### src/rtl/mux_scan.sv
// mux_scan -- registered N-channel, W-bit multiplexer with manual select and timed auto-scan.
//
// Purpose:
//   In manual mode the channel addressed by sel is registered onto data_out.
//   In auto-scan mode an internal index steps through the channels on its own.
//   Each channel stays selected for DWELL non-hold cycles, and wrap pulses
//   when the sweep comes back round.
//   Typical use is time-multiplexing digit values onto one display bus.
//
// Parameters:
//   WIDTH    bits per channel
//   CHANNELS number of input channels (>= 2)
//   SEL_W    select/index width, 2**SEL_W >= CHANNELS
//   DWELL    cycles each channel stays selected in scan mode (>= 1)
//
// Ports:
//   clk       in   rising-edge clock
//   rst_n     in   asynchronous active-low reset
//   mode      in   0 = manual, 1 = auto-scan
//   sel       in   manual channel index
//   hold      in   freezes all state while high
//   chan_mask in   per-channel scan enable (only with MUX_SCAN_MASK_EN)
//   data_in   in   channel k at bits [k*WIDTH +: WIDTH]
//   data_out  out  registered selected channel
//   ch_out    out  index of the channel on data_out
//   valid     out  data_out holds a legitimate channel sample
//   wrap      out  one-cycle pulse, aligned with the first sample after the
//                  scan index wrapped
//
// Build option:
//   MUX_SCAN_MASK_EN  when defined, scan skips channels whose chan_mask bit is 0.
//                     When undefined, chan_mask is ignored.

module mux_scan #(
  parameter int WIDTH    = 5,
  parameter int CHANNELS = 8,
  parameter int SEL_W    = 3,
  parameter int DWELL    = 4
) (
  input  logic                      clk,
  input  logic                      rst_n,
  input  logic                      mode,
  input  logic [SEL_W-1:0]          sel,
  input  logic                      hold,
  input  logic [CHANNELS-1:0]       chan_mask,
  input  logic [CHANNELS*WIDTH-1:0] data_in,
  output logic [WIDTH-1:0]          data_out,
  output logic [SEL_W-1:0]          ch_out,
  output logic                      valid,
  output logic                      wrap
);

  localparam int               CNT_W    = (DWELL > 1) ? $clog2(DWELL) : 1;
  localparam int               LEAVES   = 1 << SEL_W;
  localparam logic [CNT_W-1:0] LAST_CNT = CNT_W'(DWELL - 1);
  localparam logic [SEL_W-1:0] LAST_IDX = SEL_W'(CHANNELS - 1);
  localparam logic [SEL_W:0]   CH_LIMIT = (SEL_W + 1)'(CHANNELS);

  logic [WIDTH-1:0] r_data_out;
  logic [SEL_W-1:0] r_ch_out;
  logic             r_valid;
  logic             r_wrap;
  logic             r_wrap_pend;
  logic [SEL_W-1:0] r_idx;
  logic [CNT_W-1:0] r_cnt;

  logic [SEL_W-1:0] w_sel;
  logic             w_sel_ok;
  logic             w_any_en;
  logic [SEL_W-1:0] w_next_idx;
  logic [WIDTH-1:0] w_tree [0:2*LEAVES-2];

  // Next enabled channel after cur in circular order. It returns cur itself
  // when cur is the only enabled channel.
  function automatic logic [SEL_W-1:0] next_masked(input logic [SEL_W-1:0]    cur,
                                                   input logic [CHANNELS-1:0] mask);
    logic [SEL_W-1:0]    result;
    logic                found;
    logic [CHANNELS-1:0] shifted;
    int                  cand;
    result = cur;
    found  = 1'b0;
    for (int k = 1; k <= CHANNELS; k++) begin
      cand = int'(cur) + k;
      if (cand >= CHANNELS) begin
        cand = cand - CHANNELS;
      end else begin
        cand = cand;
      end
      shifted = mask >> cand;
      if (!found && shifted[0]) begin
        result = SEL_W'(cand);
        found  = 1'b1;
      end else begin
        found = found;
      end
    end
    return result;
  endfunction

  // The mux tree uses the scan index in scan mode and sel in manual mode.
  assign w_sel    = mode ? r_idx : sel;
  assign w_sel_ok = ({1'b0, sel} < CH_LIMIT);

`ifdef MUX_SCAN_MASK_EN
  assign w_any_en   = |chan_mask;
  assign w_next_idx = next_masked(r_idx, chan_mask);
`else
  logic w_unused_mask;
  assign w_unused_mask = ^chan_mask;
  assign w_any_en      = 1'b1;
  assign w_next_idx    = (r_idx == LAST_IDX) ? {SEL_W{1'b0}} : (r_idx + SEL_W'(1));
`endif

  // Balanced binary mux tree in heap order. The root is w_tree[0], and leaf j
  // is w_tree[LEAVES-1+j]. Depth d is steered by select bit SEL_W-1-d, so the
  // MSB is decided at the root. Leaves beyond CHANNELS are tied to zero.
  genvar g_j, g_d, g_n;
  generate
    for (g_j = 0; g_j < LEAVES; g_j++) begin : g_leaf
      if (g_j < CHANNELS) begin : g_real
        assign w_tree[LEAVES-1+g_j] = data_in[g_j*WIDTH +: WIDTH];
      end else begin : g_pad
        assign w_tree[LEAVES-1+g_j] = {WIDTH{1'b0}};
      end
    end
    for (g_d = 0; g_d < SEL_W; g_d++) begin : g_level
      for (g_n = (1 << g_d) - 1; g_n < (1 << (g_d + 1)) - 1; g_n++) begin : g_node
        assign w_tree[g_n] = w_sel[SEL_W-1-g_d] ? w_tree[2*g_n+2] : w_tree[2*g_n+1];
      end
    end
  endgenerate

  // Output registers, scan index and dwell counter.
  // r_wrap_pend remembers that the index just wrapped, so that the wrap pulse
  // lines up with the first sample of the new sweep.
  always_ff @(posedge clk or negedge rst_n) begin
    if (!rst_n) begin
      r_data_out  <= {WIDTH{1'b0}};
      r_ch_out    <= {SEL_W{1'b0}};
      r_valid     <= 1'b0;
      r_wrap      <= 1'b0;
      r_wrap_pend <= 1'b0;
      r_idx       <= {SEL_W{1'b0}};
      r_cnt       <= {CNT_W{1'b0}};
    end else if (hold) begin
      r_wrap <= 1'b0;
    end else if (!mode) begin
      r_idx       <= {SEL_W{1'b0}};
      r_cnt       <= {CNT_W{1'b0}};
      r_wrap      <= 1'b0;
      r_wrap_pend <= 1'b0;
      if (w_sel_ok) begin
        r_data_out <= w_tree[0];
        r_ch_out   <= sel;
        r_valid    <= 1'b1;
      end else begin
        r_data_out <= {WIDTH{1'b0}};
        r_valid    <= 1'b0;
      end
    end else if (!w_any_en) begin
      // Nothing enabled: park the scan and flag the output as not valid.
      r_data_out  <= {WIDTH{1'b0}};
      r_valid     <= 1'b0;
      r_wrap      <= 1'b0;
      r_wrap_pend <= 1'b0;
    end else begin
      r_data_out <= w_tree[0];
      r_ch_out   <= r_idx;
      r_valid    <= 1'b1;
      r_wrap     <= r_wrap_pend;
      if (r_cnt == LAST_CNT) begin
        r_cnt       <= {CNT_W{1'b0}};
        r_idx       <= w_next_idx;
        r_wrap_pend <= (w_next_idx <= r_idx);
      end else begin
        r_cnt       <= r_cnt + CNT_W'(1);
        r_wrap_pend <= 1'b0;
      end
    end
  end

  assign data_out = r_data_out;
  assign ch_out   = r_ch_out;
  assign valid    = r_valid;
  assign wrap     = r_wrap;

endmodule

### config.mk
export PLATFORM = sky130hd
export DESIGN_NAME = mux_scan
export DESIGN_NICKNAME = d
export VERILOG_FILES = /design/src/rtl/mux_scan.sv
export SDC_FILE = /design/constraint.sdc
export NUM_CORES = 1
export LEC_CHECK = 0
export BUFFER_PORTS_ARGS = -buffer_cell sky130_fd_sc_hd__clkbuf_2
export CAP_MARGIN = 10
export CORE_MARGIN = 2
export CORE_UTILIZATION = 40
export CTS_BUF_LIST = sky130_fd_sc_hd__clkbuf_2
export CTS_CLUSTER_SIZE = 14
export DETAILED_ROUTE_END_ITERATION = 6
export PLACE_DENSITY_LB_ADDON = 0.1
export SLEW_MARGIN = 40
export SYNTH_ARGS = -nofsm -noshare
export SYNTH_HDL_FRONTEND = slang
export SYNTH_SLANG_ARGS = --single-unit
### constraint.sdc
create_clock -name clk -period 1.7 [get_ports clk]
set_input_delay 0 -clock clk [delete_from_list [all_inputs] [get_ports clk]]
set_output_delay 0 -clock clk [all_outputs]
set_load 0.005 [all_outputs]
# After elaboration in Yosys (flattened, before gate mapping)
# Cells that the tools add are included.
# op_classes
addsub	2
magnitude_cmp	1
n_eq_ne	3
n_mux	17
bitwise_logic	1
n_reduce_logical	1
# ops
cell	n
$mux 5	7
$mux 3	4
$mux 1	4
$mux 2	2
$add 3x1->3 const B	1
$eq 3x3->1 const B	1
$le 3x3->1	1
$add 2x1->2 const B	1
$eq 2x2->1 const B	1
$ne 2x1->1 const B	1
$reduce_and 2->1	1
$not 1->1	1
# word_totals
register_bits	16
input_bits	55
output_inout_bits	10
wordCells	32

# Longest topological paths before layout
# Gate-level depths: netlist (run 1).
# logic_depth
ltp_word	5
ltp_mapped	6
ltp_nobuf	6

# Least setup slack after synthesis (run 1)
# OpenSTA, ideal clock, no wires.
# synth_path
path_kind	reg-to-reg
startpoint	register r_idx[0]
endpoint	register r_data_out[0] (netlist: data_out[0])
setup_ps	126
arrival_ps	1614
t_required_ps	1574
slack_ps	-40
stages_incl_launch_ff	4
path_buffers	0
period_less_slack_ps	1740
path_cell_list	dfrtp_1 -> mux2i_4 -> mux4_2 -> a221o_1
# synth_via
elab_chain_len	4
word_cells_on_any_way	8
classes_between	mux: 8
# synth_lines
item	line	source
from (decl)	64	logic [SEL_W-1:0] r_idx;
from (signal assigned)	144	r_idx <= {SEL_W{1'b0}};
from (signal assigned)	149	r_idx <= {SEL_W{1'b0}};
from (signal assigned)	174	r_idx <= w_next_idx;
$mux 3 *	102	assign w_sel = mode ? r_idx : sel;
$mux 5 (2 in a row)	129	assign w_tree[g_n] = w_sel[SEL_W-1-g_d] ? w_tree[2*g_n+2] : w_tree[2*g_n+1];
$mux 5 *	129	
to (signal assigned)	139	r_data_out <= {WIDTH{1'b0}};
to (signal assigned)	154	r_data_out <= w_tree[0];
to (signal assigned)	158	r_data_out <= {WIDTH{1'b0}};
to (decl)	59	logic [WIDTH-1:0] r_data_out;
# Every way passes the cells marked *; elsewhere a longest branch is shown, timed or not.
# A chain may end at the register's enable or synchronous reset.

# Worst setup path in the final report (run 1)
# layout_path
startpoint	register r_idx[0]
endpoint	register r_idx[0]
# layout_via
elab_chain_len	4
word_cells_on_any_way	5
classes_between	add/sub: 1; eq/ne: 1; mux: 3
# layout_lines
item	line	source
$add 3x1->3 or $eq 3x3->1 (tied branches)	112	assign w_next_idx = (r_idx == LAST_IDX) ? {SEL_W{1'b0}} : (r_idx + SEL_W'(1));
$mux 3 *	112	
$mux 3 *	172	if (r_cnt == LAST_CNT) begin
$mux 3 *	148	end else if (!mode) begin
# Every way passes the cells marked *; elsewhere a longest branch is shown, timed or not. The select of a mux whose other input is x is not followed.

==> results of run 1 <==
## how the worst max path moves through the flow
| stage | startpoint | endpoint | slack (ps) | cells past startpoint |
|---|---|---|---|---|
| 2_1_floorplan | r_idx[0]$_DFFE_PN0P_ | data_out[0]$_DFFE_PN0N_ | 8 | 3 |
| 3_3_place_gp | r_idx[0]$_DFFE_PN0P_ | data_out[0]$_DFFE_PN0N_ | 30 | 4 |
| 3_5_place_dp | r_idx[0]$_DFFE_PN0P_ | data_out[3]$_DFFE_PN0N_ | -10 | 4 |
| 4_1_cts | r_idx[0]$_DFFE_PN0P_ | r_wrap_pend$_DFFE_PN0N_ | -0.1 | 6 |
| 5_1_grt | r_idx[0]$_DFFE_PN0P_ | data_out[1]$_DFFE_PN0N_ | -80 | 6 |
| 6_report | r_idx[0]$_DFFE_PN0P_ | r_idx[0]$_DFFE_PN0P_ | 20 | 7 |
## state kept, by name (all words and copies together) (netlist names)
register     cells
r_cnt            2
valid            1
r_idx            3
r_wrap_pend      1
data_out         5
ch_out           3
wrap             1
## cell type report
type                    instances  area, um^2
fillers                       224         988
multi-input cells              68         647
repair buffers                 67         403
flip-flops and latches         16         402
well taps                      30        37.5
inverters                       7        26.3
clock buffers                   3        15.0
clock inverters                 1        3.75
## through the flow
stage	util, %	total power, mW
floorplan	-	0.833
global placement	57.1	1.03
detailed placement	57.1	1.05
CTS	60.1	1.27
global route	60.8	1.38
finish	60.8	1.28
## kinds of logic (layout without fill, tap and decap cells)
group	after synthesis	in the layout	share of synthesized area, %
adder cells (fa/ha/maj)	5	5	5.78
XOR/XNOR	1	1	0.809
AO/OA/AOI/OAI	21	21	14.1
flip-flops	16	16	37.0
multiplexers	22	22	27.6
buffers and inverters	11	78	4.86
AND/OR/NAND/NOR	19	19	9.83
## power by group through the flow
| stage | sequential, mW | combinational, mW | clock [mW] |
|---|---|---|---|
| after CTS | 0.486 | 0.610 | 0.172 |
| after detailed placement | 0.500 | 0.547 | 0 |
| after global routing | 0.495 | 0.687 | 0.193 |
| after floorplan | 0.506 | 0.327 | 0 |
| final | 0.486 | 0.625 | 0.173 |
| after global placement | 0.499 | 0.531 | 0 |
## layer usage
metal | part of all wire, % | wire (um) | global-route usage [%] | up-vias
met5 | 0 | 0 | 0 | -
met4 | 0.55 | 14 | 4.08 | 0
met3 | 5.3 | 135 | 3.49 | 2
met2 | 52 | 1330 | 32.1 | 38
met1 | 42 | 1070 | 22.1 | 457
li1 | - | - | - | 498
## what timing repair did
item / CTS / global route
hold endpoints to repair: 16 / 0
setup buffers: 3 / 0
gates resized for setup: 0 / 3
pin swaps: 0 / 0
hold buffers: 1 / 0
gates cloned: 1 / 0
endpoints found under the setup margin: 4 / 6
## worst max-delay path: stages (launching register included)
cell     delay [ps]
dfrtp_2         450
buf_4           160
buf_4           140
ha_1            220
ha_1            210
nor4_1          230
a21oi_1          70
o21ai_1         140
## cell usage in the layout (no fill, tap or decap), drive strengths merged, types with 3 or more instances in the layout
master,netlist,routed
mux4,5,5
ha,5,5
a21oi,3,3
buf,3,9
dfrtp,16,16
o21ai,3,3
nor2,3,3
nand3,3,3
a22o,3,3
inv,7,7
mux2,3,3
clkbuf,1,59
a221o,4,4
mux2i,14,14
o22ai,4,4
==> impl_metrics.env, run 1 <==
export IMPL_htree_levels=1
export IMPL_ys_seq_area_share_pct=37.0
export IMPL_grt_use_total_pct=17.9
export IMPL_die_height_um=56.0
export IMPL_setup_viol=0
export IMPL_grt_pass1_wl_um=4480
export IMPL_synth_edf_count=0
export IMPL_r2r_start="r_idx[0]$_DFFE_PN0P_"
export IMPL_rsz0062_at_grt="true"
export IMPL_cts_sinks=16
export IMPL_die_x_um=56.0
export IMPL_power_frac_comb_pct=48.7
export IMPL_intPower_uw=866
export IMPL_maxSlewHeadroom_pct=71.8
export IMPL_ir_drop_uv=479
export IMPL_yosysWarningCount=0
export IMPL_finalNetCount=223
export IMPL_post_route_period_util_pct=98.9
export IMPL_dp_final_hpwl_um=2050
export IMPL_powerDensity_nw_per_um2=837
export IMPL_antenna_found_initial=0
export IMPL_rr_worst_depth=7
export IMPL_drt_initial_drc_count=18
export IMPL_drv_cap=0
export IMPL_yosysTopAreaCell="dfrtp_1"
export IMPL_ys_async_sr_fraction_pct=100
export IMPL_finalHoldViolCount=0
export IMPL_port_buffer_count=56
export IMPL_via_per_inst=5.18
export IMPL_core_area_um2=2520
export IMPL_regToRegSetupSlack_ps=20
export IMPL_finalSetupTns_ps=0
export IMPL_arrival_ps=1900
export IMPL_area_delta_synth_final_pct=41.7
export IMPL_crit_fanout=5
export IMPL_hold_path_class="primary input to flip-flop"
export IMPL_yosysMostFrequentCell="dfrtp_1"
export IMPL_dp_cells=184
export IMPL_end_kind="flip-flop"
export IMPL_ys_flop_type="dfrtp_1"
export IMPL_drv_slew=0
export IMPL_synth_common_cells="dfrtp_1, mux2i_1, inv_1, ha_1, mux4_2"
export IMPL_syn_num_nets=155
export IMPL_die_area_um2=3140
export IMPL_antennaDiodeCount=0
export IMPL_start_util_pct=42.9
export IMPL_worstMarginPinSlew_ps=422
export IMPL_path_class="flip-flop to flip-flop"
export IMPL_floorplan_rows=18
export IMPL_grt_pass1_vias=1063
export IMPL_vias=995
export IMPL_route_detailed_drc=0
export IMPL_p_leak_nw=0.810
export IMPL_tritoncts="built"
export IMPL_fmax_mhz=595
export IMPL_place_congestion=0.722
export IMPL_critPathRequiredTime_ps=1920
export IMPL_power_frac_seq_pct=37.9
export IMPL_timing_clock_skew_ps=1.15
export IMPL_instances_no_fill=192
export IMPL_dp_slack_ps=-14.1
export IMPL_ys_ff_latch=16
export IMPL_post_dp_cell_area_um2=1440
export IMPL_antenna_left=0
export IMPL_netlist_area_um2=1080
export IMPL_grt_ovfl_total=0
export IMPL_cts_path_max_buffers=2
export IMPL_drive_gt1_share_pct=50.6
export IMPL_pwr_share_clk_pct=13.4
export IMPL_status="complete, no violations"
export IMPL_r2r_end="r_idx[0]$_DFFE_PN0P_"
export IMPL_p_switching_uw=418
export IMPL_start_kind="flip-flop"
export IMPL_routed_wirelength_um=2550
export IMPL_yosysUniqueCellTypes=33
export IMPL_synth_cells=95
export IMPL_wire_per_inst_um=13.3
export IMPL_min_from="data_in[22]"
export IMPL_min_path_cells=4
export IMPL_postSynthAreaPerCell_um2=11.4
export IMPL_fin_crit_ps=1680
export IMPL_design_area_um2=1530
export IMPL_synth_top_cell_area_share_pct=37.0
export IMPL_holdPathEnd="data_out[2]$_DFFE_PN0N_"
export IMPL_root_buffer="clkbuf_2"
export IMPL_grt_max_degree=17
export IMPL_numCtsBuffers=3
export IMPL_synth_area_leaders="dfrtp_1, mux2i_1, mux4_2"
export IMPL_layout_setup_ws_ps=18.5
export IMPL_insertion_delay_ps=280
export IMPL_hold_ws_ps=78.8
export IMPL_io_pins=65
export IMPL_swShare_pct=32.5
export IMPL_dr_pass1_iters=4
export IMPL_path_clk_slew_ps=160
Note: power is estimated with default switching activity, not from simulation.
==> inputs of run 2 (changes only) <==
--- a/config.mk
+++ b/config.mk
@@ -12,6 +12,8 @@
 export CTS_BUF_LIST = sky130_fd_sc_hd__clkbuf_2
 export CTS_CLUSTER_SIZE = 14
 export DETAILED_ROUTE_END_ITERATION = 6
+export HOLD_SLACK_MARGIN = 0.1
+export MAX_ROUTING_LAYER = met4
 export PLACE_DENSITY_LB_ADDON = 0.1
 export SLEW_MARGIN = 40
 export SYNTH_ARGS = -nofsm -noshare
==> constraint.sdc (replaced) <==
create_clock -name clk -period 1.44 [get_ports clk]
set_input_delay 0 -clock clk [delete_from_list [all_inputs] [get_ports clk]]
set_output_delay 0 -clock clk [all_outputs]
set_load 0.005 [all_outputs]
==> impl_metrics.env, run 2 (synthesis results as in run 1) <==
export IMPL_tritoncts="built"
export IMPL_max_stage_delay_ps=490
export IMPL_io_pins=65
export IMPL_finalSetupTns_ps=-1360
export IMPL_grt_util_met1_pct=23.7
export IMPL_path_class="flip-flop to flip-flop"
export IMPL_route_detailed_drc=0
export IMPL_vias=1040
export IMPL_finalNetCount=232
export IMPL_floorplan_rows=18
export IMPL_via_per_inst=5.17
export IMPL_timing_clock_skew_ps=6.67
export IMPL_htree_levels=1
export IMPL_cts_path_max_buffers=2
export IMPL_min_from="hold"
export IMPL_r2r_start="r_idx[0]$_DFFE_PN0P_"
export IMPL_status="finished with violations"
export IMPL_rr_worst_depth=4
export IMPL_numCtsBuffers=3
export IMPL_root_buffer="clkbuf_2"
export IMPL_drive_gt1_share_pct=56.7
export IMPL_multiInputGateArea_um2=721
export IMPL_use_met2_pct=33.4
export IMPL_maxSlewHeadroom_pct=72.5
export IMPL_powerDensity_nw_per_um2=975
export IMPL_crit_fanout=7
export IMPL_die_height_um=56.0
export IMPL_fillers=198
export IMPL_fin_crit_ps=1660
export IMPL_wire_per_inst_um=13.7
export IMPL_dp_slack_ps=-254
export IMPL_finalHoldViolCount=0
export IMPL_path_clk_slew_ps=160
export IMPL_ir_drop_uv=666
export IMPL_layout_common_cells="clkbuf_2, dfrtp_1, mux2i_1"
export IMPL_antenna_found_initial=0
export IMPL_grt_use_total_pct=19.4
export IMPL_end_kind="flip-flop"
export IMPL_grt_pass1_wl_um=4780
export IMPL_holdPathEnd="r_idx[0]$_DFFE_PN0P_"
export IMPL_drv_slew=0
export IMPL_area_delta_synth_final_pct=56.1
export IMPL_drt_initial_drc_count=22
export IMPL_antenna_left=0
export IMPL_start_util_pct=42.9
export IMPL_dr_pass1_iters=5
export IMPL_routed_wirelength_um=2750
export IMPL_final_common_cell="clkbuf_2"
export IMPL_grt_max_degree=17
export IMPL_drv_cap=0
export IMPL_dp_final_hpwl_um=2100
export IMPL_fmax_mhz=601
export IMPL_worstMarginPinSlew_ps=412
export IMPL_place_congestion=0.747
export IMPL_grt_pass1_vias=1101
export IMPL_cts_sinks=16
export IMPL_arrival_ps=1850
export IMPL_die_x_um=56.0
export IMPL_min_path_cells=3
export IMPL_busiest_layer="met2"
export IMPL_largest_reg_flops=5
export IMPL_p_leak_nw=0.846
export IMPL_crit_slowest_cell="mux4_2"
export IMPL_violations="setup timing"
export IMPL_die_area_um2=3140
export IMPL_r2r_end="data_out[4]$_DFFE_PN0N_"
export IMPL_ff_latch_area_um2=403
export IMPL_met3_usage_pct=2.33
export IMPL_rsz0062_at_grt="true"
export IMPL_post_route_period_util_pct=116
export IMPL_antennaDiodeCount=0
export IMPL_regToRegSetupSlack_ps=-220
export IMPL_hold_path_class="primary input to flip-flop"
export IMPL_grt_ovfl_total=0
export IMPL_insertion_delay_ps=280
export IMPL_port_buffer_count=56
export IMPL_layout_setup_ws_ps=-224
export IMPL_core_area_um2=2520
export IMPL_setup_viol=8
export IMPL_start_kind="flip-flop"
export IMPL_crit_chain="mux2i_4, buf_12, mux4_2, a221o_1"
export IMPL_critPathRequiredTime_ps=1620
export IMPL_p_total_mw=1.65
run 2: changes by cell type in the layout (fill, tap and decap cells not counted), sizes merged:
cell	delta
buf	+6
dlygate4sd3	+4
bufbuf	-1
run 2: cell type report:
class | count | share of cell area, %
clock inverter | 1 | 0.222
sequential | 16 | 23.9
inverter | 7 | 1.56
timing repair buffer | 76 | 28.6
tap | 30 | 2.22
multi-input combinational | 68 | 42.7
clock buffer | 3 | 0.889
run 2: worst max path at each step:
stage	start	end	cells after the start	slack (ps)
floorplan	r_idx[0]$_DFFE_PN0P_	data_out[0]$_DFFE_PN0N_	3	-250
global placement	r_idx[0]$_DFFE_PN0P_	data_out[0]$_DFFE_PN0N_	4	-190
detailed placement	r_idx[0]$_DFFE_PN0P_	r_wrap_pend$_DFFE_PN0N_	6	-250
CTS	r_idx[0]$_DFFE_PN0P_	data_out[3]$_DFFE_PN0N_	4	-240
global route	r_idx[0]$_DFFE_PN0P_	data_out[1]$_DFFE_PN0N_	4	-280
finish	r_idx[0]$_DFFE_PN0P_	data_out[4]$_DFFE_PN0N_	4	-220
run 2: what timing repair did:
item                                   CTS  global route
buffers inserted                         2             2
endpoints found under the hold margin   17             0
gates cloned                             0             0
pin swaps                                6             5
setup endpoints to repair                8             8
gates resized for setup                 12            10
hold buffers                             5             0
run 2: worst max-delay path, delay by kind of cell, from the launching register on:
family,cells,cell delay (ps)
mux,2,660
flops,1,470
compound gates,1,290
buf+inv,1,150
run 2: routing by layer:
layer  share of wire, %  vias up  routed length [um]
li1                   -      514                   -
met2                 52       36                1420
met3                5.0        6                 136
met1                 42      484                1150
met4                1.5        0                  42
met5                  0        -                   0
run 2: per-stage QoR:
step | std cells | instance area [um^2] | hold slack [ps] | util (%)
after global routing | 201 | 1690 | 137 | 67.0
after floorplan | 95 | 1080 | -296 | -
after CTS | 199 | 1620 | 101 | 64.4
after global placement | 188 | 1480 | -65.8 | 58.8
final | 201 | 1690 | 119 | 67.0
after detailed placement | 188 | 1480 | -57.6 | 58.8
run 2: report_power, final:
group / internal, mW / switching [mW]
clock: 0.0604 / 0.144
sequential: 0.525 / 0.0655
combinational: 0.504 / 0.348
